--- config.mk ---
export PLATFORM = sky130hd
export DESIGN_NAME = cla_chunk_seq
export DESIGN_NICKNAME = d
export VERILOG_FILES = /design/src/rtl/cla_chunk_seq.sv
export SDC_FILE = /design/constraint.sdc
export NUM_CORES = 1
export LEC_CHECK = 0
export BUFFER_PORTS_ARGS = -buffer_cell sky130_fd_sc_hd__buf_2
export CAP_MARGIN = 20
export CORE_UTILIZATION = 50
export DETAILED_ROUTE_END_ITERATION = 16
export GPL_ROUTABILITY_DRIVEN = 0
export PLACE_DENSITY = 0.74
export SYNTH_ARGS = -nofsm -noshare
export SYNTH_HDL_FRONTEND = slang
export SYNTH_SLANG_ARGS = --single-unit
--- constraint.sdc ---
create_clock -name clk -period 5.3 [get_ports clk]
set_input_delay 0.53 -clock clk [delete_from_list [all_inputs] [get_ports clk]]
set_output_delay 0.53 -clock clk [all_outputs]
set_load 0.01 [all_outputs]
--- src/rtl/cla_chunk_seq.sv ---
// Multi-cycle WIDTH-bit add/subtract built around one CHUNK-bit carry-lookahead
// slice that is reused least-significant chunk first, with the inter-chunk carry registered.
module cla_chunk_seq #(
  parameter int WIDTH = 32,
  parameter int CHUNK = 8
) (
  input  logic             clk,
  input  logic             rst,
  input  logic             start,
  input  logic             sub,
  input  logic [WIDTH-1:0] a,
  input  logic [WIDTH-1:0] b,
  input  logic             c_in,
  output logic             busy,
  output logic             done,
  output logic [WIDTH-1:0] s,
  output logic             c_out,
  output logic             ovf
);

  localparam int NCHUNK = WIDTH / CHUNK;
  localparam int IDXW   = (NCHUNK > 1) ? $clog2(NCHUNK) : 1;
  localparam logic [IDXW-1:0] LAST_IDX = IDXW'(NCHUNK - 1);

  // Handshake: start is sampled only in IDLE or DONE; busy is high for the
  // RUN cycles; done is a one-cycle pulse; s/c_out/ovf hold until the next accepted start.
  typedef enum logic [1:0] {
    S_IDLE = 2'd0,
    S_RUN  = 2'd1,
    S_DONE = 2'd2
  } state_t;

  state_t           state, state_nxt;
  logic [WIDTH-1:0] a_q, b_q, s_q;
  logic             carry_q, c_out_q, ovf_q;
  logic [IDXW-1:0]  idx_q;
  logic             accept;

  logic [CHUNK-1:0] a_chunk, b_chunk, g, p, sum;
  logic [CHUNK:0]   c;
  int               base;

  // One CHUNK-bit lookahead slice fed from the chunk selected by idx.
  always_comb begin
    base    = int'(idx_q) * CHUNK;
    a_chunk = a_q[base +: CHUNK];
    b_chunk = b_q[base +: CHUNK];
    g       = a_chunk & b_chunk;
    p       = a_chunk ^ b_chunk;
    c       = '0;
    c[0]    = carry_q;
    for (int i = 0; i < CHUNK; i++) begin
      c[i+1] = g[i] | (p[i] & c[i]);
    end
    sum = p ^ c[CHUNK-1:0];
  end

  always_comb begin
    state_nxt = state;
    accept    = 1'b0;
    case (state)
      S_IDLE: begin
        if (start) begin
          accept    = 1'b1;
          state_nxt = S_RUN;
        end
      end
      S_RUN: begin
        if (idx_q == LAST_IDX) state_nxt = S_DONE;
      end
      S_DONE: begin
        if (start) begin
          accept    = 1'b1;
          state_nxt = S_RUN;
        end else begin
          state_nxt = S_IDLE;
        end
      end
      default: state_nxt = S_IDLE;
    endcase
  end

  always_ff @(posedge clk) begin
    if (rst) begin
      state   <= S_IDLE;
      a_q     <= '0;
      b_q     <= '0;
      s_q     <= '0;
      carry_q <= 1'b0;
      c_out_q <= 1'b0;
      ovf_q   <= 1'b0;
      idx_q   <= '0;
    end else begin
      state <= state_nxt;
      if (accept) begin
        // Subtract is a + ~b + 1, so the inversion and forced carry happen at capture.
        a_q     <= a;
        b_q     <= sub ? ~b : b;
        carry_q <= sub | c_in;
        idx_q   <= '0;
        s_q     <= '0;
        c_out_q <= 1'b0;
        ovf_q   <= 1'b0;
      end else if (state == S_RUN) begin
        s_q[base +: CHUNK] <= sum;
        carry_q            <= c[CHUNK];
        if (idx_q == LAST_IDX) begin
          c_out_q <= c[CHUNK];
          ovf_q   <= c[CHUNK] ^ c[CHUNK-1];
        end else begin
          idx_q <= idx_q + 1'b1;
        end
      end
    end
  end

  assign busy  = (state == S_RUN);
  assign done  = (state == S_DONE);
  assign s     = s_q;
  assign c_out = c_out_q;
  assign ovf   = ovf_q;

endmodule
# --- Word-level counts from Yosys, hierarchy flattened ---
# Cells that the tools add are included.
totals:
  regBits: 103
  inputBits: 69
  output_inout_bits: 36
  elab_cells: 59
classes:
  add_sub_neg: 2
  eq_ne: 5
  shift: 4
  n_mux: 10
  bitwise_logic: 23
  n_reduce_logical: 7
op_table:
  columns: ["operator", "count"]
  rows:
  - ["variable part select 32 x 6 -> 8 bit", 2]
  - ["negation 5 -> 33 bit", 1]
  - ["variable shift 8 x 33 -> 32 bit, first input constant", 1]
  - ["variable part select 8 x 33 -> 32 bit", 1]
  - ["bitwise mux 32 bit", 1]
  - ["two-way mux 32 bit", 1]
  - ["NOT 32 bit", 1]
  - ["XOR 8 bit", 2]
  - ["bitwise OR 1 bit", 9]
  - ["AND 1 bit", 8]
  - ["AND 8 bit", 1]
  - ["one-hot mux 2 bit (3 select lines)", 1]
  - ["AND reduction 2 bit", 3]
  - ["two-way mux 1 bit", 5]
  - ["== test 2 bit, second input constant", 2]
  - ["two-way mux 2 bit", 2]
  - ["OR reduction 2 bit", 2]
  - ["adder 2 x 1 -> 2 bit, second input constant", 1]
  - ["== test 2 x 1 -> 1 bit, second input constant", 1]
  - ["zero test 2 bit", 1]
  - ["inequality test 2 x 1 -> 1 bit, second input constant", 1]
  - ["inequality test 2 bit, second input constant", 1]
  - ["nonzero test 2 bit", 1]
  - ["NOT 1 bit", 1]
  - ["XOR 1 bit", 1]

# --- Depth between registers and ports, before layout ---
logic_depth:
  word_depth: 20
  mapped_depth: 16
  ltp_nobuf: 14

# --- Worst setup path before layout ---
# No wires, ideal clock.
synth_path:
  kind: "register to register"
  start: "register idx_q[1]"
  end: "register s_q[15] (netlist: s[15])"
  setup_time_ps: 133
  arrival_ps: 4211
  t_required_ps: 5167
  setup_slack_ps: 956
  path_stages_with_launch: 16
  path_buffers: 2
  synth_period_minus_slack_ps: 4344
  cell_sequence: "dfxtp_1 -> buf_2 -> buf_2 -> mux4_1 -> fa_1 -> inv_1 -> fa_1 -> fa_1 -> fa_1 -> fa_1 -> fa_1 -> fa_1 -> inv_1 -> fa_1 -> nand2_1 -> o22ai_1"
synth_between:
  elab_chain_len: 19
  elab_cells_between_ends: 23
  cone_classes: "add/sub (1); shift (4); mux (1); bitwise (17)"
synth_rtl:
  columns: ["item", "line_no", "source"]
  rows:
  - ["start: declaration", "36", "logic [IDXW-1:0] idx_q;"]
  - ["start signal: assignment", "111", "idx_q <= idx_q + 1'b1;"]
  - ["variable part select 32 x 6 -> 8 bit (on tied branches)", "46, 47", null]
  - ["XOR 8 bit", "49", "p = a_chunk ^ b_chunk;"]
  - ["AND 1 bit", "53", "c[i+1] = g[i] | (p[i] & c[i]);"]
  - ["bitwise OR 1 bit", "53", null]
  - ["AND 1 bit", "53", null]
  - ["bitwise OR 1 bit", "53", null]
  - ["AND 1 bit", "53", null]
  - ["bitwise OR 1 bit", "53", null]
  - ["(+3 left out)", null, null]
  - ["bitwise OR 1 bit", "53", null]
  - ["AND 1 bit", "53", null]
  - ["bitwise OR 1 bit", "53", null]
  - ["AND 1 bit", "53", null]
  - ["bitwise OR 1 bit", "53", null]
  - ["XOR 8 bit", "55", "sum = p ^ c[CHUNK-1:0];"]
  - ["variable part select 8 x 33 -> 32 bit", "105", "s_q[base +: CHUNK] <= sum;"]
  - ["bitwise mux 32 bit *", "105", null]
  - ["end signal: indexed assignment", "105", null]
  - ["end: declaration", "34", "logic [WIDTH-1:0] a_q, b_q, s_q;"]
# Every way passes the cells marked *; elsewhere a longest branch is shown, timed or not.
# A chain may end at the register's enable or synchronous reset.

# --- Final worst setup path ---
# Ends and elaborated chain as after synthesis.

==> impl_metrics.toml <==
[global_route]
grt_pass1_vias = 3583
antenna_found_initial = 0
grt.total_usage = 0.223
grt_pass1_wl_um = 17200
grt_overflow = 0
grt_max_degree = 74

[floorplanning]
boundaryPins = 105
core.rowCount = 35
initial_core_util = 0.516
coreArea_mm2 = 0.00920
die_y_um = 99.4
die-area_mm2 = 0.00988
die_x_um = 99.4

[synthesis]
synth_warnings = 0
ys_seq_elements = 103
synth-edff-count = 0
synthArstFlopShare = 0
syn_area_per_cell_um2 = 9.74
syn_nets = 570
syn_area_mm2 = 0.00474
ys_types = 35
synth-main-ff-cell = "dfxtp_1"
ys_seq_area_frac = 0.435
postSynthCellCount = 487

[placed_design]
dp_hpwl_um = 7520
dp_cells = 675
place_ws_ns = 0.755
postPlaceCellArea_mm2 = 0.00527
port_buffers = 104

[clocking]
cts.sinks = 103
numCtsBuffers = 9
cts_max_path_buffers = 2
hold_buffers = 0
cts_tree = "done"
cts-root-buf = "clkbuf_8"
cts-resized-gates = 0
post_cts_buffers = 0
h-tree-depth = 3
cts.clk_slew.worst_paths_ns = 0.09
clock_latency_ns = 0.35

[timing]
worst_pin_slew_ns = 0.912
setup_slack_ns = 0.749
fmaxAchievable_mhz = 220
finalSetupViolations = 0
fin_crit_sh = 0.859
period_needed_ns = 4.55
skew_ns = 0.00692
hold_violations = 0
fin_tns_setup_ns = 0
whs_ns = 0.405
slew_viol_final = 0
max_slew_margin = 0.392
rsz0062_at_grt = "false"

[power_and_ir_drop]
pwr_density_cell_mw_per_mm2 = 300
p_total_mw = 1.66
p_leak_nw = 2.23
vdd_drop_max_mv = 0.207

[drt]
drt_iter0_drc = 149
wire_per_inst_um = 15.0
drt-total-wl_um = 10300
ant_nets = 0
num_vias = 3680
routed_via_density = 5.33
drtPass1Iterations = 5
route.detailed.drc = 0

[worst_setup_path]
crit_path_end = "s[15]"
worst_r2r_endpoint = "s[15]"
worstRegToRegCells = 13
start_kind = "flip-flop"
path_class = "flip-flop to flip-flop"
required_ns = 5.52
reg2reg_slack_ns = 0.75
critPathLaunch = "idx_q[1]"
reg2reg_from = "idx_q[1]"
cp.arrival_ns = 4.77
endpoint_kind = "flip-flop"
cp_max_fo = 12

[cells_and_area]
drive_gt1_frac = 0.269
areaGrowthSynthToFinish_pct = 16.4
diodes = 0
final_cells = 691
utilization = 0.601
fin_area_mm2 = 0.00552
finalNetCount = 659

[status]
status = "finished, final reports clean"

[flow_run]
cap_viol_max_count = 0

[hold_path]
whs_path_depth = 3
min_path_type = "input port to flip-flop"
## cells in the mapped netlist (2+ instances only)
cell	count	area (um^2)
fa_1	8	160
nor3_1	6	30.0
nand2_1	72	270
buf_2	12	60.1
clkbuf_4	3	22.5
dfxtp_1	103	2060
o32ai_1	24	210
nor2_1	36	135
a21oi_1	32	160
nand4_1	3	18.8
inv_1	49	184
clkbuf_1	8	30.0
xnor2_1	34	298
nor2b_1	2	12.5
and3b_1	4	35.0
o22ai_1	8	50.1
nand3_4	3	52.6
mux2i_1	3	30.0
a211oi_1	32	240
nand3b_4	3	60.1
mux4_2	15	338
ha_1	6	75.1
buf_4	9	67.6
## per-layer routing
metal / routed length [um] / global-route usage
met5: 0 / 0
met4: 123 / 0.0826
met3: 436 / 0.0394
met2: 5220 / 0.390
met1: 4570 / 0.277
## logic make-up (layout without fill, tap and decap cells)
logic type | after synthesis | count (layout) | synth area share
multiplexers | 19 | 19 | 0.0831
buffers and inverters | 83 | 176 | 0.0802
flip-flops | 103 | 103 | 0.435
AND/OR/NAND/NOR | 137 | 137 | 0.147
adder cells (fa/ha/maj) | 14 | 14 | 0.0496
XOR/XNOR | 34 | 34 | 0.0628
AO/OA/AOI/OAI | 97 | 97 | 0.142
## registers in the layout, summed over array words and instances, names as in the netlist
signal and count:
a_q 32, b_q 32, c_out 1, carry_q 1, idx_q 2, ovf 1
s 32, state 2
## worst min-delay path by stage
stage                start       to
floorplan           a_q[8]   a_q[8]
global placement      s[2]     s[2]
detailed placement   s[19]    s[19]
CTS                  a[15]  a_q[15]
global route         a[15]  a_q[15]
finish               a[15]  a_q[15]
## report_power, final
| group | leakage (nW) | switching [mW] | internal (mW) |
|---|---|---|---|
| Combinational | 1.27 | 0.152 | 0.116 |
| Clock | 0.118 | 0.248 | 0.302 |
| Sequential | 0.843 | 0.0255 | 0.815 |
## cells in the final DEF, fill, tap and decap left out, types with 6 or more instances in the layout
cell type,n
nor3_1,6
o22ai_1,8
clkbuf_8,12
mux4_2,15
dfxtp_1,103
ha_1,6
nor2_1,36
buf_2,104
xnor2_1,34
a211oi_1,32
a21oi_1,32
nand2_1,72
fa_1,8
o32ai_1,24
inv_1,49
buf_4,6
## critical path, cell delays in order (launching register included)
cell and delay, ns:
dfxtp_1 0.68, mux4_2 0.35, fa_1 0.17, inv_1 0.06, fa_1 0.44, fa_1 0.39, fa_1 0.39, fa_1 0.38
fa_1 0.40, fa_1 0.42, inv_1 0.09, fa_1 0.49, nand2_1 0.09, o22ai_1 0.07
## cell type report
class / count / area, um^2
Clock buffer: 12 / 165
Multi-Input combinational cell: 301 / 2310
Clock inverter: 3 / 65.1
Tap cell: 111 / 139
Sequential cell: 103 / 2060
Inverter: 50 / 189
Timing Repair Buffer: 111 / 593
Fill cell: 815 / 3670
(Power assumes the default switching activity.)
